<file path="config.mk">
export PLATFORM = sky130hd
export DESIGN_NAME = video_scanout
export DESIGN_NICKNAME = d
export VERILOG_FILES = /design/src/rtl/video_scanout.sv
export SDC_FILE = /design/constraint.sdc
export NUM_CORES = 1
export LEC_CHECK = 0
export CORE_ASPECT_RATIO = 1.75
export CORE_UTILIZATION = 25
export DETAILED_ROUTE_END_ITERATION = 16
export HOLD_SLACK_MARGIN = 0.15
export PLACE_DENSITY = 0.53
export SLEW_MARGIN = 10
export SYNTH_ARGS = -nofsm -noshare
export SYNTH_HDL_FRONTEND = slang
export SYNTH_SLANG_ARGS = --single-unit
</file>
<file path="constraint.sdc">
create_clock -name clk -period 4.2 [get_ports clk]
set_input_delay 0.84 -clock clk [delete_from_list [all_inputs] [get_ports clk]]
set_output_delay 0.84 -clock clk [all_outputs]
set_load 0.01 [all_outputs]
</file>
<file path="src/rtl/video_scanout.sv">
// video_scanout: frame-locked raster fetch from VRAM with vertical scroll and dim.
// Read latency of the VRAM is absorbed by a short shift register so that the
// RGB output and the delayed sync/blank signals leave the block aligned.
module video_scanout #(
  parameter int unsigned H_ACTIVE    = 320,
  parameter int unsigned V_ACTIVE    = 240,
  parameter int unsigned RAM_LATENCY = 2,
  parameter int unsigned ADDR_W      = 17,
  parameter logic [11:0] BORDER_RGB  = 12'h000
) (
  input  logic              clk,
  input  logic              reset,
  input  logic              ce_pix,
  input  logic              hbl,
  input  logic              vbl,
  input  logic              hsync,
  input  logic              vsync,
  input  logic [7:0]        scroll_y,
  input  logic              dim,
  output logic [ADDR_W-1:0] vram_addr,
  input  logic [15:0]       vram_q,
  output logic [11:0]       rgb_out,
  output logic              hbl_o,
  output logic              vbl_o,
  output logic              hsync_o,
  output logic              vsync_o,
  output logic              frame_start,
  output logic              err_long,
  output logic              err_short
);

  // Decoded events for the current clk cycle (all qualified by ce_pix)
  logic              w_frame_start;
  logic              w_line_end;
  logic              w_active;
  logic              w_in_line;
  logic              w_valid;
  logic              w_last_row;
  logic [7:0]        w_sc_next;
  logic [ADDR_W-1:0] w_sc_base;
  logic [11:0]       w_q_rgb;
  logic [11:0]       w_q_dim;
  logic [11:0]       w_pix_next;
  logic              w_unused_q_hi;

  // Raster position and per-frame latches
  logic [8:0]        r_x;
  logic [7:0]        r_row;
  logic [ADDR_W-1:0] r_row_base;
  logic [ADDR_W-1:0] r_vram_addr;
  logic              r_dm;
  logic              r_armed;
  logic              r_vbl_prev;
  logic              r_hbl_prev;
  logic              r_frame_start;
  logic              r_err_long;
  logic              r_err_short;

  // Latency-matching shift registers, index RAM_LATENCY is the oldest stage
  logic [RAM_LATENCY:0] r_valid_sr;
  logic [RAM_LATENCY:0] r_hbl_sr;
  logic [RAM_LATENCY:0] r_vbl_sr;
  logic [RAM_LATENCY:0] r_hs_sr;
  logic [RAM_LATENCY:0] r_vs_sr;

  // Output registers
  logic [11:0]       r_rgb;
  logic              r_hbl_o;
  logic              r_vbl_o;
  logic              r_hs_o;
  logic              r_vs_o;

  // Event decode: frame start on vbl rise, line end on hbl rise outside vblank.
  // Nothing is fetched or counted until a frame start has been seen after reset.
  always_comb begin
    w_frame_start = ce_pix & vbl & ~r_vbl_prev;
    w_line_end    = ce_pix & hbl & ~r_hbl_prev & ~vbl & r_armed;
    w_active      = ce_pix & ~hbl & ~vbl & r_armed;
    w_in_line     = (r_x < 9'(H_ACTIVE));
    w_valid       = w_active & w_in_line;
    w_last_row    = (r_row == 8'(V_ACTIVE - 1));
  end

  // Scroll reduced into 0..V_ACTIVE-1 and the matching row base address
  always_comb begin
    w_sc_next = scroll_y;
    if (scroll_y >= 8'(V_ACTIVE)) begin
      w_sc_next = scroll_y - 8'(V_ACTIVE);
    end
    w_sc_base = ADDR_W'(w_sc_next) * ADDR_W'(H_ACTIVE);
  end

  // Pixel selection at the end of the latency pipe; dim only touches VRAM data
  always_comb begin
    w_q_rgb    = vram_q[11:0];
    w_q_dim    = {1'b0, w_q_rgb[11:9], 1'b0, w_q_rgb[7:5], 1'b0, w_q_rgb[3:1]};
    w_pix_next = BORDER_RGB;
    if (r_valid_sr[RAM_LATENCY] && !r_hbl_sr[RAM_LATENCY] && !r_vbl_sr[RAM_LATENCY]) begin
      w_pix_next = r_dm ? w_q_dim : w_q_rgb;
    end
  end

  // Upper VRAM bits carry no colour information
  assign w_unused_q_hi = ^vram_q[15:12];

  // Raster counters, scroll/dim latches and VRAM address register
  always_ff @(posedge clk or posedge reset) begin
    if (reset) begin
      r_x         <= '0;
      r_row       <= '0;
      r_row_base  <= '0;
      r_vram_addr <= '0;
      r_dm        <= 1'b0;
      r_armed     <= 1'b0;
      // Held high so a vbl already high across reset is not taken as a rise
      r_vbl_prev  <= 1'b1;
      r_hbl_prev  <= 1'b1;
    end else if (ce_pix) begin
      r_vbl_prev <= vbl;
      r_hbl_prev <= hbl;
      if (w_frame_start) begin
        r_armed    <= 1'b1;
        r_dm       <= dim;
        r_row      <= w_sc_next;
        r_row_base <= w_sc_base;
        r_x        <= '0;
      end else if (w_valid) begin
        r_vram_addr <= r_row_base + ADDR_W'(r_x);
        r_x         <= r_x + 9'd1;
      end else if (w_line_end) begin
        r_x <= '0;
        // Row base tracks row*H_ACTIVE incrementally, wrapping with the row
        if (w_last_row) begin
          r_row      <= '0;
          r_row_base <= '0;
        end else begin
          r_row      <= r_row + 8'd1;
          r_row_base <= r_row_base + ADDR_W'(H_ACTIVE);
        end
      end
    end
  end

  // Sticky line-length error flags
  always_ff @(posedge clk or posedge reset) begin
    if (reset) begin
      r_err_long  <= 1'b0;
      r_err_short <= 1'b0;
    end else begin
      if (w_active && !w_in_line) begin
        r_err_long <= 1'b1;
      end
      if (w_line_end && (r_x != 9'(H_ACTIVE))) begin
        r_err_short <= 1'b1;
      end
    end
  end

  // Single-clk frame start pulse (w_frame_start already includes ce_pix)
  always_ff @(posedge clk or posedge reset) begin
    if (reset) begin
      r_frame_start <= 1'b0;
    end else begin
      r_frame_start <= w_frame_start;
    end
  end

  // Latency-matching pipe for valid and the raw timing signals
  always_ff @(posedge clk or posedge reset) begin
    if (reset) begin
      r_valid_sr <= '0;
      r_hbl_sr   <= '0;
      r_vbl_sr   <= '0;
      r_hs_sr    <= '0;
      r_vs_sr    <= '0;
    end else if (ce_pix) begin
      r_valid_sr <= {r_valid_sr[RAM_LATENCY-1:0], w_valid};
      r_hbl_sr   <= {r_hbl_sr[RAM_LATENCY-1:0], hbl};
      r_vbl_sr   <= {r_vbl_sr[RAM_LATENCY-1:0], vbl};
      r_hs_sr    <= {r_hs_sr[RAM_LATENCY-1:0], hsync};
      r_vs_sr    <= {r_vs_sr[RAM_LATENCY-1:0], vsync};
    end
  end

  // Output register: pixel and timing leave together
  always_ff @(posedge clk or posedge reset) begin
    if (reset) begin
      r_rgb   <= '0;
      r_hbl_o <= 1'b1;
      r_vbl_o <= 1'b1;
      r_hs_o  <= 1'b0;
      r_vs_o  <= 1'b0;
    end else if (ce_pix) begin
      r_rgb   <= w_pix_next;
      r_hbl_o <= r_hbl_sr[RAM_LATENCY];
      r_vbl_o <= r_vbl_sr[RAM_LATENCY];
      r_hs_o  <= r_hs_sr[RAM_LATENCY];
      r_vs_o  <= r_vs_sr[RAM_LATENCY];
    end
  end

  assign vram_addr   = r_vram_addr;
  assign rgb_out     = r_rgb;
  assign hbl_o       = r_hbl_o;
  assign vbl_o       = r_vbl_o;
  assign hsync_o     = r_hs_o;
  assign vsync_o     = r_vs_o;
  assign frame_start = r_frame_start;
  assign err_long    = r_err_long;
  assign err_short   = r_err_short;

endmodule

</file>
==> metrics.txt <==
status=complete, no violations; cts hold-fix bufs=0; final clock skew=6.48 ps; leak pwr=0.00232 µW; Synth Flop Type=sky130_fd_sc_hd__dfrtp_1; synthesized netlist net count=472; compound-cell area share of the yosys netlist=16.3%; vias=3292; wire length after detailed routing=10.0 mm; crit start category=primary input; Critical Path RT=4430 ps; CTS tree=done; routed len/inst=14.1 µm; setup repair after global routing missed its margin=false; average footprint of a synthesized cell=10.2 µm²; number of diodes added for antenna fixing=0; Critical path destination=r_row_base[15]$_DFFE_PP0P_; power density cells=471 nW/µm²; Die Span X=101 µm; maximum number of pins on one net before global-route repair=43; sum of overflow across all layers after global routing=0; #FFs+latches synth=83; maximum root-to-sink buffer count=2; layout cells sized above 1=10.9%; Post-synth top cells=sky130_fd_sc_hd__dfrtp_1 (79), sky130_fd_sc_hd__nand2_1 (59), sky130_fd_sc_hd__o21ai_0 (43); Adder-Cell Fraction of Synth Area=6.33%; simple-gate share of the synthesized area=14.1%; worst vdd ir=0.000176 V; sum of net half-perimeters after detailed placement=7.46 mm; dominant cell by count in the synthesized netlist=sky130_fd_sc_hd__dfrtp_1; Max Fclk=270 MHz; Net count, final=536; number of distinct library cells after synthesis=56; combined buffer and inverter count along the critical path=1; relative slew slack=44.6%; CP Data Arrival Time=3930 ps; crit path time final=3700 ps; global-route wire length before repair=16.7 mm; final instance count without filler cells=712; final setup violation count=0; Post-CTS Setup Inserts=0; start point of the critical path=scroll_y[4]; Area contributors post-synth=sky130_fd_sc_hd__dfrtp_1 (46%), sky130_fd_sc_hd__ha_1 (5.9%), sky130_fd_sc_hd__nand2_1 (5.2%); critical path class=in -> reg; CTS H-Tree Depth=3; mux share of post-synthesis cell area=6.83%; Cells after DPL=696; vertical extent of the die=175 µm; Hold Fails Final Rpt=0; count of final max-slew check failures=0; total track usage=12.2%; number of cells traversed by the worst register-to-register path=5; post-route fraction of the period consumed by the critical path=88.2%; initial cell density of the core=25.8%; critical path depth in cells=11; GP Congestion=0.785; Clk Latency, worst-skew pair=340 ps; post-synth design cell area=4270 µm²; fraction of post-synthesis cell area in the top cell type by area=46.3%; category of the worst setup path capture point=flip-flop; cell taking the most area after synthesis=sky130_fd_sc_hd__dfrtp_1; Layout area overhead=27.5%; number of clock sinks=83; list of cells traversed by the critical path=clkdlybuf4s50_1, ha_1, nand3_1, xnor2_1, ha_1, fa_1, a211oi_1, o21bai_1, a21oi_1, xnor2_1, a221o_1; max-capacitance violation count=0; total clock buffers created by CTS=9; num ports=68; fraction of registers with async set or reset after synthesis=100%; share of the synthesized netlist area taken by xor and xnor gates=3.90%; Hold Path Depth=1; number of warning messages in the yosys log=0; slowest cell on the critical path=sky130_fd_sc_hd__clkdlybuf4s50_1; maximum cell stage delay along the critical path=520 ps; DRT antenna net count=0; die area=17600 µm²; initial antenna violation count=0; Critical R2R Capture=r_row[7]$_DFFE_PP0P_; Tightest Pin Transition=830 ps; EDFF count, synth=0; residual DRC count=0; DRT iter0 DRCs=159; number of port buffers=63; hold_ws=458 ps; post-CTS resize count=0; Root Driver=sky130_fd_sc_hd__clkbuf_16; share of the yosys chip area belonging to registers=48.8%; average via count per standard cell=4.62; first drt pass iteration count=4; Clk pin slew, worst setup/hold paths=60 ps; Site Rows=62; via count of the first global-routing pass=3336; core area=16500 µm²; dominant combinational cell family by area after synthesis=compound AO/OA/AOI/OAI gates; utilization after layout=32.9%; critical register-to-register path startpoint=r_vbl_prev$_DFFE_PP1P_; Top delay family on crit path=adder cells; maximum fanout along the worst path=3; register-to-register path setup slack=2210 ps; count of mapped cells out of synthesis=419; summed negative setup slack over all endpoints=0 ps; type of the tightest min-delay check=reg -> reg
-- where the power goes --
part	internal [µW]	leakage, µW	switching (µW)
logic	355	0.00115	332
clock network	403	0.000136	329
registers	970	0.00104	175
total	1730	0.00232	837
-- sequential cells by signal (all words and copies together), names as in the netlist, 3 cells and up --
register    cells
r_hs_sr         3
r_vs_sr         3
r_vbl_sr        3
r_hbl_sr        3
r_valid_sr      3
r_row_base     11
r_row           8
vram_addr      17
rgb_out        12
r_x             9
-- kinds of logic (layout without fill, tap and decap cells) --
family,count (synthesis),count (layout)
AOI/OAI and AO/OA,108,108
xor gates and xnor gates,19,19
adders and majority gates,21,21
buffers and inverters,41,110
DFF,83,83
muxes,27,27
and+or+nand+nor,120,120
-- per-stage QoR --
step           worst slack [ps]  power [µW]  area (µm²)
4_1_cts                     500        2600        5440
6_report                    497        2560        5440
3_5_place_dp                161        1850        5160
3_3_place_gp                244        1830        5160
2_1_floorplan              1000        1540        4270
5_1_grt                     271        2730        5440
-- worst min path at each step --
stage	start	endpoint
floorplan	r_vbl_prev$_DFFE_PP1P_	r_vbl_prev$_DFFE_PP1P_
global placement	err_short$_DFFE_PP0P_	err_short$_DFFE_PP0P_
detailed placement	err_short$_DFFE_PP0P_	err_short$_DFFE_PP0P_
CTS	err_short$_DFFE_PP0P_	err_short$_DFFE_PP0P_
global route	err_short$_DFFE_PP0P_	err_short$_DFFE_PP0P_
finish	err_short$_DFFE_PP0P_	err_short$_DFFE_PP0P_
-- final cells by class --
type / count / area, µm²
Clock buffer: 9 / 225
Timing Repair Buffer: 67 / 673
Multi-Input combinational cell: 295 / 2030
Clock inverter: 7 / 52.6
Fill cell: 1683 / 11100
Sequential cell: 83 / 2080
Inverter: 27 / 103
Tap cell: 224 / 280
-- per-layer routing --
metal	GRT usage, %	vias up	share of wire, %
met5	0	-	0
met4	4.17	0	1.3
met3	3.16	7	4.4
met2	22.1	78	53
met1	13.6	1592	41
li1	-	1615	-
-- cell usage in the layout (no fill, tap or decap), types with 4 or more instances in the layout --
cell,netlist,layout
sky130_fd_sc_hd__inv_1,27,26
sky130_fd_sc_hd__a31oi_1,4,4
sky130_fd_sc_hd__nor2_1,22,22
sky130_fd_sc_hd__a221o_1,5,5
sky130_fd_sc_hd__xor2_1,7,7
sky130_fd_sc_hd__dfstp_2,4,4
sky130_fd_sc_hd__xnor2_1,12,12
sky130_fd_sc_hd__mux2i_1,10,10
sky130_fd_sc_hd__o21ai_0,43,43
sky130_fd_sc_hd__ha_1,20,20
sky130_fd_sc_hd__clkdlybuf4s50_1,0,63
sky130_fd_sc_hd__and3_1,7,7
sky130_fd_sc_hd__a21oi_1,11,11
sky130_fd_sc_hd__nand2_1,59,59
sky130_fd_sc_hd__o22ai_1,11,11
sky130_fd_sc_hd__clkbuf_16,0,9
sky130_fd_sc_hd__nand3_1,6,6
sky130_fd_sc_hd__o21ai_1,4,4
sky130_fd_sc_hd__a21o_1,6,6
sky130_fd_sc_hd__dfrtp_1,79,79
sky130_fd_sc_hd__mux2_2,17,17
Power figures use the tool's default switching activity.
